==> src/rtl/vga_pkg.sv <==
// rtl/vga_pkg.sv - raster timing constants and shared types for the VGA scan-out engine
package vga_pkg;
  localparam int H_VISIBLE     = 1280;
  localparam int H_FP          = 48;
  localparam int H_SYNC        = 112;
  localparam int H_TOTAL       = 1688;
  localparam int V_VISIBLE     = 1024;
  localparam int V_FP          = 1;
  localparam int V_SYNC        = 3;
  localparam int V_TOTAL       = 1066;
  localparam int LISP_WIDTH    = 768;
  localparam int WORDS_PER_ROW = 24;
  localparam int ADDR_W        = 15;

  typedef logic [10:0]       hcount_t;
  typedef logic [10:0]       vcount_t;
  typedef logic [ADDR_W-1:0] addr_t;
  typedef logic [4:0]        words_t;

  function automatic vcount_t next_line(input vcount_t v);
    return (v == vcount_t'(V_TOTAL - 1)) ? '0 : v + 1'b1;
  endfunction
endpackage

==> src/rtl/vga_display_ctrl_if.sv <==
// rtl/vga_display_ctrl_if.sv - video RAM read port between the RAM controller and the scan-out engine
interface vga_display_ctrl_if;
  import vga_pkg::*;

  addr_t       vram_addr;
  logic [31:0] vram_data;
  logic        vram_req;
  logic        vram_ready;

  modport master (output vram_addr, output vram_req, input vram_data, input vram_ready);
  modport slave  (input vram_addr, input vram_req, output vram_data, output vram_ready);
endinterface

==> src/rtl/vga_timing.sv <==
// rtl/vga_timing.sv - 1280x1024@60 raster counters with combinational sync and visible flags
module vga_timing
  import vga_pkg::*;
(
  input  logic    clk,
  input  logic    reset,
  output hcount_t hcount,
  output vcount_t vcount,
  output logic    hsync,
  output logic    vsync,
  output logic    line_visible,
  output logic    visible
);

  // Starting in vertical blanking gives the first visible row time to be prefetched.
  always_ff @(posedge clk or posedge reset) begin
    if (reset) begin
      hcount <= '0;
      vcount <= vcount_t'(V_VISIBLE);
    end else if (hcount == hcount_t'(H_TOTAL - 1)) begin
      hcount <= '0;
      vcount <= next_line(vcount);
    end else begin
      hcount <= hcount + 1'b1;
    end
  end

  assign hsync = (hcount >= hcount_t'(H_VISIBLE + H_FP)) &&
                 (hcount <  hcount_t'(H_VISIBLE + H_FP + H_SYNC));
  assign vsync = (vcount >= vcount_t'(V_VISIBLE + V_FP)) &&
                 (vcount <  vcount_t'(V_VISIBLE + V_FP + V_SYNC));
  assign line_visible = vcount < vcount_t'(V_VISIBLE);
  assign visible      = line_visible && (hcount < hcount_t'(H_VISIBLE));

endmodule

==> src/rtl/vga_display_ctrl.sv <==
// rtl/vga_display_ctrl.sv - monochrome frame-buffer fetch and pixel shifter; VGA_INVERT_EN inverts the Lisp area
module vga_display_ctrl
  import vga_pkg::*;
(
  input  logic                clk,
  input  logic                reset,
  vga_display_ctrl_if.master  vram,
  output logic                vga_red,
  output logic                vga_grn,
  output logic                vga_blu,
  output logic                vga_hsync,
  output logic                vga_vsync
);

  hcount_t     hcount;
  vcount_t     vcount;
  logic        hsync_c, vsync_c, line_visible, visible;
  addr_t       addr_q, row_base, next_row_base;
  logic        req_q, buf_full, prefetch, fetch_go, load, take, pix_bit, lisp, pix;
  words_t      words_left;
  logic [31:0] word_buf, shreg, load_val;
  vcount_t     next_v;

  vga_timing u_timing (
    .clk          (clk),
    .reset        (reset),
    .hcount       (hcount),
    .vcount       (vcount),
    .hsync        (hsync_c),
    .vsync        (vsync_c),
    .line_visible (line_visible),
    .visible      (visible)
  );

  assign next_v        = next_line(vcount);
  assign next_row_base = (next_v == '0) ? '0 : row_base + addr_t'(WORDS_PER_ROW);
  assign prefetch      = (hcount == hcount_t'(H_VISIBLE)) && (next_v < vcount_t'(V_VISIBLE));
  assign fetch_go      = !buf_full && (words_left != '0) && !req_q;
  assign take          = req_q && vram.vram_ready;
  assign load          = (hcount[4:0] == 5'd0) && (hcount < hcount_t'(LISP_WIDTH)) && line_visible;
  assign load_val      = buf_full ? word_buf : '0;

  // Prefetch takes priority over a coincident ready, dropping the returned word.
  always_ff @(posedge clk or posedge reset) begin
    if (reset) begin
      addr_q     <= '0;
      row_base   <= '0;
      req_q      <= 1'b0;
      words_left <= '0;
      buf_full   <= 1'b0;
      word_buf   <= '0;
    end else if (prefetch) begin
      row_base   <= next_row_base;
      addr_q     <= next_row_base;
      req_q      <= 1'b0;
      words_left <= words_t'(WORDS_PER_ROW);
      buf_full   <= 1'b0;
    end else begin
      if (load) buf_full <= 1'b0;
      if (take) begin
        word_buf   <= vram.vram_data;
        buf_full   <= 1'b1;
        req_q      <= 1'b0;
        addr_q     <= addr_q + 1'b1;
        words_left <= words_left - 1'b1;
      end else if (fetch_go) begin
        req_q <= 1'b1;
      end
    end
  end

  // Bit 0 of a freshly loaded word is emitted in the load cycle itself.
  always_ff @(posedge clk or posedge reset) begin
    if (reset) shreg <= '0;
    else if (load) shreg <= {1'b0, load_val[31:1]};
    else shreg <= {1'b0, shreg[31:1]};
  end

  assign pix_bit = load ? load_val[0] : shreg[0];
  assign lisp    = visible && (hcount < hcount_t'(LISP_WIDTH));
`ifdef VGA_INVERT_EN
  assign pix = lisp && !pix_bit;
`else
  assign pix = lisp && pix_bit;
`endif

  always_ff @(posedge clk or posedge reset) begin
    if (reset) begin
      vga_red   <= 1'b0;
      vga_grn   <= 1'b0;
      vga_blu   <= 1'b0;
      vga_hsync <= 1'b0;
      vga_vsync <= 1'b0;
    end else begin
      vga_red   <= pix;
      vga_grn   <= pix;
      vga_blu   <= pix;
      vga_hsync <= hsync_c;
      vga_vsync <= vsync_c;
    end
  end

  assign vram.vram_addr = addr_q;
  assign vram.vram_req  = req_q;

endmodule

==> src/flat_wrapper.sv <==
// flat-port wrapper written by rule: the top's interface ports become plain ports
module vga_display_ctrl_flat import vga_pkg::*;
  (clk, reset, vga_red, vga_grn, vga_blu, vga_hsync, vga_vsync, vram_vram_addr, vram_vram_req, vram_vram_data, vram_vram_ready);
  vga_display_ctrl_if vram_i ();
  input  logic clk;
  input  logic reset;
  output logic vga_red;
  output logic vga_grn;
  output logic vga_blu;
  output logic vga_hsync;
  output logic vga_vsync;
  output wire logic [$bits(vram_i.vram_addr)-1:0] vram_vram_addr;
  output wire logic [$bits(vram_i.vram_req)-1:0] vram_vram_req;
  input wire logic [$bits(vram_i.vram_data)-1:0] vram_vram_data;
  input wire logic [$bits(vram_i.vram_ready)-1:0] vram_vram_ready;
  assign vram_vram_addr = vram_i.vram_addr;
  assign vram_vram_req = vram_i.vram_req;
  assign vram_i.vram_data = vram_vram_data;
  assign vram_i.vram_ready = vram_vram_ready;
  vga_display_ctrl u_core (.clk(clk), .reset(reset), .vram(vram_i), .vga_red(vga_red), .vga_grn(vga_grn), .vga_blu(vga_blu), .vga_hsync(vga_hsync), .vga_vsync(vga_vsync));
endmodule
==> config.mk <==
export PLATFORM = sky130hd
export DESIGN_NAME = vga_display_ctrl_flat
export DESIGN_NICKNAME = d
export VERILOG_FILES = /design/src/rtl/vga_pkg.sv /design/src/rtl/vga_display_ctrl_if.sv /design/src/rtl/vga_timing.sv /design/src/rtl/vga_display_ctrl.sv /design/src/flat_wrapper.sv
export SDC_FILE = /design/constraint.sdc
export NUM_CORES = 1
export LEC_CHECK = 0
export BUFFER_PORTS_ARGS = -buffer_cell sky130_fd_sc_hd__buf_2
export CORE_UTILIZATION = 43
export DETAILED_ROUTE_END_ITERATION = 6
export PLACE_DENSITY_LB_ADDON = 0.2
export SKIP_CTS_REPAIR_TIMING = 1
export SLEW_MARGIN = 20
export SYNTH_ARGS = -nofsm -noshare
export SYNTH_HDL_FRONTEND = slang
export SYNTH_HIERARCHICAL = 1
export SYNTH_SLANG_ARGS = --single-unit
==> constraint.sdc <==
create_clock -name clk -period 4.65 [get_ports clk]
set_input_delay 0.93 -clock clk [delete_from_list [all_inputs] [get_ports clk]]
set_output_delay 0.93 -clock clk [all_outputs]
set_load 0.02 [all_outputs]
* Word-level counts from Yosys, hierarchy flattened
Cells that the tools add are included.
Word-level totals: flip-flop bits (word level) 125, bits in read-only memories 0, output and inout bits 21, memories kept 0, bits in latches 0, bits in writable memories 0
Cells by class: multipliers 0, divide/modulo/power cells 0, shifts and indexed selects 0, add/sub/neg operators 5, magnitude comparators 8, equality and inequality tests 3, mux-type cells 16, bitwise logic cells 1, reductions and logical operators 20
Operators by type and width (count):
- 11-bit < comparator, second input constant | 5
- 15-bit 2-to-1 mux | 3
- 11-bit == test, second input constant | 3
- 32-bit 2-to-1 mux | 1
- 31-bit 2-to-1 mux | 1
- 11-bit by 1-bit adder with 11-bit output, second input constant | 2
- 11-bit greater-or-equal comparator, second input constant | 2
- 11-bit 2-to-1 mux | 2
- 15-bit by 1-bit adder with 15-bit output, second input constant | 1
- 15-bit by 5-bit adder with 15-bit output, second input constant | 1
- 1-bit logical AND | 11
- 11-bit logical NOT | 1
- 11-bit by 10-bit < comparator with 1-bit output, second input constant | 1
- 5-bit 2-to-1 mux | 2
- 1-bit 2-to-1 mux | 7
- 3-bit nonzero test | 2
- 5-bit logical NOT | 1
- 5-bit nonzero test | 1
- 5-bit by 1-bit subtractor with 5-bit output, second input constant | 1
- 1-bit logical NOT | 2
- 2-bit AND reduction | 1
- 2-bit nonzero test | 1
- 1-bit NOT | 1

* Longest topological paths before layout
depth after elaboration 6, gate-level depth with buffers 9

* By module
The synthesis kept the hierarchy.
Modules (own cells, without submodules):
- vga_display_ctrl | cells each 486, area an instance 4775.8 µm², times used 1
- vga_timing | cells each 119, area an instance 1217.4 µm², times used 1

* Worst setup path after synthesis
No wires, ideal clock.
path kind reg2reg, start register u_core.u_timing.hcount[0], end register u_core.word_buf[10], arrival time 2.515 ns, required time 4.525 ns, setup slack 2.010 ns, stages on the path, launching flop included 8, path buffers 2, cell sequence dfrtp_1 or4_1 or4_1 buf_2 a211o_1 nand2_1 buf_4 mux2_2
Between the ends: longest elaborated chain between the ends 4
RTL lines:
- start: declaration | RTL line vga_timing.sv:7 | output hcount_t hcount,
- start signal: assignment | RTL line vga_timing.sv:24 | hcount <= hcount + 1'b1;
- 11-bit == test | RTL line vga_display_ctrl.sv:37 | assign prefetch = (hcount == hcount_t'(H_VISIBLE)) && (next_v < vcount_t'(V_VISIBLE));
- 1-bit logical AND | RTL line vga_display_ctrl.sv:37
- 1-bit NOT (no line)
- 2-bit AND reduction (no line)
- end signal: assignment | RTL line vga_display_ctrl.sv:61 | word_buf <= vram.vram_data;
- end: declaration | RTL line vga_display_ctrl.sv:21 | logic [31:0] word_buf, shreg, load_val;
Every way passes these cells. A chain may end at the register's enable or synchronous reset.

* Worst setup path in the final report
start register u_core.u_timing.hcount[0], end register u_core.word_buf[22]
The elaborated chain is that of the path after synthesis.

==> summary.md <==
| Metric | Value |
|---|---|
| Fin cells | `847` |
| Number of global-route vias before repair | `4,528` |
| Dpl cells | `815` |
| Clock Skew | `0.00600 ns` |
| Register area | `3130 sq um` |
| Total Routing Usage GR | `19.2%` |
| Yosys top cell by area | `dfrtp_1` |
| Mapped Area | `5990 sq um` |
| Worst setup SP type | `flop` |
| Critical path peak fanout | `32` |
| Clock latency on the worst-skew pair | `0.42 ns` |
| Die height | `120 um` |
| Setup violators final | `0` |
| Kind of critical path | `reg2reg` |
| Clock Sinks | `125` |
| Hold Crit Class | `reg2reg` |
| Slew HR | `28.1%` |
| Arr. time, crit path | `3.57 ns` |
| DRC errors left | `0` |
| Starting Density | `44.7%` |
| P per Cell Area | `493 nW/um^2` |
| Worst-case vdd ir drop | `0.248 mV` |
| Detailed Route WL | `12,600 um` |
| Layout cell share with drive strength beyond 1 | `19.8%` |
| Final GP Congestion | `0.868` |
| Post-synth EDFFs | `0` |
| Layout Nets | `703` |
| Drt pass-1 iters | `4` |
| Final ANT Viol Nets | `0` |
| Max Slew Vio Count | `0` |
| H-tree levels | `4` |
| Prevailing post-synth register cell | `dfrtp_1` |
| Multi-input logic area | `2650 sq um` |
| Syn Area/Cell | `9.91 sq um` |
| Setup ws final | `1.38 ns` |
| CTS root buffer | `clkbuf_16` |
| Outcome | `finished clean` |
| Detail Placement HPWL | `8370 um` |
| Vias per inst | `5.37` |
| Vias | `4,552` |
| Diodes inserted | `0` |
| Syn nets | `650` |
| Maximum clock path buffer count | `2` |
| CTS tree | `yes` |
| Filler cells | `1,236` |
| Placed instance area | `6390 sq um` |
| Synth top area share | `51.8%` |
| Initial antenna violation count | `0` |
| Post-synthesis cell count | `605` |
| First-pass GRT wire length | `21,600 um` |
| Core area | `13,400 sq um` |
| Rows | `42` |
| Post-synth ARST share | `100%` |
| Design area | `6950 sq um` |
| # IOs | `56` |
| Grt total ovfl | `0` |
| Max Cap Violations | `0` |
| Yosys synthesis warning count | `6` |
| Period utilization | `70.4%` |
| Worst-path clk slew | `0.06 ns` |
| DR iter-0 viols | `414` |
| Setup TNS | `0 ns` |
| Top post-synthesis cells by area | `dfrtp_1 (52%), nand2_1 (7.0%), mux2_2 (5.4%)` |
| Synth Register Bits | `125` |
| Critical Path End Type | `flop` |
| Highest Clock Rate | `305 MHz` |
| Die Area | `14,400 sq um` |
| Reg2reg path depth | `6` |
| IO buf count | `55` |
| Slew at the pin closest to its max-slew limit | `1.07 ns` |
| Pin count of the biggest net entering global routing | `82` |
| Average wire per standard cell | `14.9 um` |
| Die X | `120 um` |
| Library cells used by synthesis | `61` |
| Num CTS Buffers | `17` |
| Register area share after synthesis | `52.2%` |
| Area Growth Syn to Fin | `16.0%` |
| Final Hold Vio Count | `0` |
| Period minus WS final | `3.27 ns` |
| Lkg Pwr | `3.16 nW` |
| WHS Path Cells | `2` |
| Critical Path RT | `4.95 ns` |
| RSZ-0062 raised after global routing | `false` |
| Place WS | `1.37 ns` |
layer usage:
| layer | part of all wire, % | global-route usage (%) |
|---|---|---|
| met5 | 0 | 0 |
| met4 | 1.2 | 6.33 |
| met3 | 4.8 | 5.32 |
| met2 | 48 | 30.6 |
| met1 | 46 | 25.1 |
cells in the mapped netlist, drive strengths merged (8+ instances only):
cell and number:
inv 21, nand4 11, and3 14, nand3 26
mux2 32, xor2 8, xnor2 21, nor3 13
nand2 112, buf 11, a31oi 9, clkbuf 14
nor2 38, o21ai 52, dfrtp 124, a21oi 25
ha 10
through the flow:
step	utilization [%]	hold slack, ns	power (mW)
floorplan	-	0.426	2.01
global placement	47.7	0.431	2.17
detailed placement	47.7	0.440	2.21
CTS	51.9	0.451	3.47
global route	51.9	0.474	3.63
finish	51.9	0.451	3.43
cell usage in the layout (no fill, tap or decap), types with 4 or more instances in the layout:
cell type	instances
dfrtp_1	123
nand2_1	112
buf_2	55
o21ai_0	50
nor2_1	38
mux2_2	29
a21oi_1	25
nand3_1	24
xnor2_1	21
inv_1	20
clkbuf_16	17
nor3_1	13
and3_1	11
nand4_1	10
ha_1	10
a31oi_1	8
xor2_1	8
inv_6	7
a211oi_1	6
nor4_1	5
and4_1	5
nor2b_1	4
buf_4	4
kinds of logic (layout without fill, tap and decap cells):
family	count (synthesis)	count (layout)	share of synthesized area, %
AO/OA/AOI/OAI	111	111	10.9
XOR/XNOR	29	29	4.24
adder cells (fa/ha/maj)	10	10	2.09
buffers and inverters	46	112	3.61
flip-flops	125	125	52.2
multiplexers	34	34	6.35
AND/OR/NAND/NOR	250	250	20.6
critical path: stages, from the launching register on:
cell and delay (ns):
dfrtp_1 0.43, or4_1 0.56, or4_1 0.62, a211o_1 0.58, nand2_1 0.16, buf_4 0.39, mux2_2 0.39
state kept, by name (all words and copies together) (netlist names), 5 cells and up:
register / flops
u_core/row_base: 15
u_core/u_timing/vcount: 11
u_core/u_timing/hcount: 11
u_core/shreg: 31
u_core/word_buf: 32
u_core/vram.vram_addr: 15
u_core/words_left: 5
final cells by class:
type                            count  area share [%]
Clock buffer                       18            6.17
Clock inverter                     14            1.91
Inverter                           21            1.21
Multi-Input combinational cell    434            38.1
Sequential cell                   125            45.0
Tap cell                          176            3.17
Timing Repair Buffer               59            4.39
power breakdown:
| group | switching, mW | internal [mW] | total, mW | leakage [nW] |
|---|---|---|---|---|
| clock | 0.509 | 0.743 | 1.25 | 0.268 |
| combinational | 0.335 | 0.299 | 0.634 | 1.33 |
| sequential | 0.184 | 1.36 | 1.55 | 1.57 |
| total | 1.03 | 2.40 | 3.43 | 3.16 |
final timing paths:
kind                                  endpoint  slack (ns)                      start
setup / recovery           u_core/word_buf[22]        1.38  u_core/u_timing/hcount[0]
setup reg to reg           u_core/word_buf[22]        1.38  u_core/u_timing/hcount[0]
max in group asynchronous      u_core/buf_full        3.17                      reset
hold reg to reg                u_core/shreg[4]        0.45            u_core/shreg[5]
min in group asynchronous  u_core/word_buf[27]        0.66                      reset
hold / removal                 u_core/shreg[4]        0.45            u_core/shreg[5]
(Power assumes the default switching activity.)
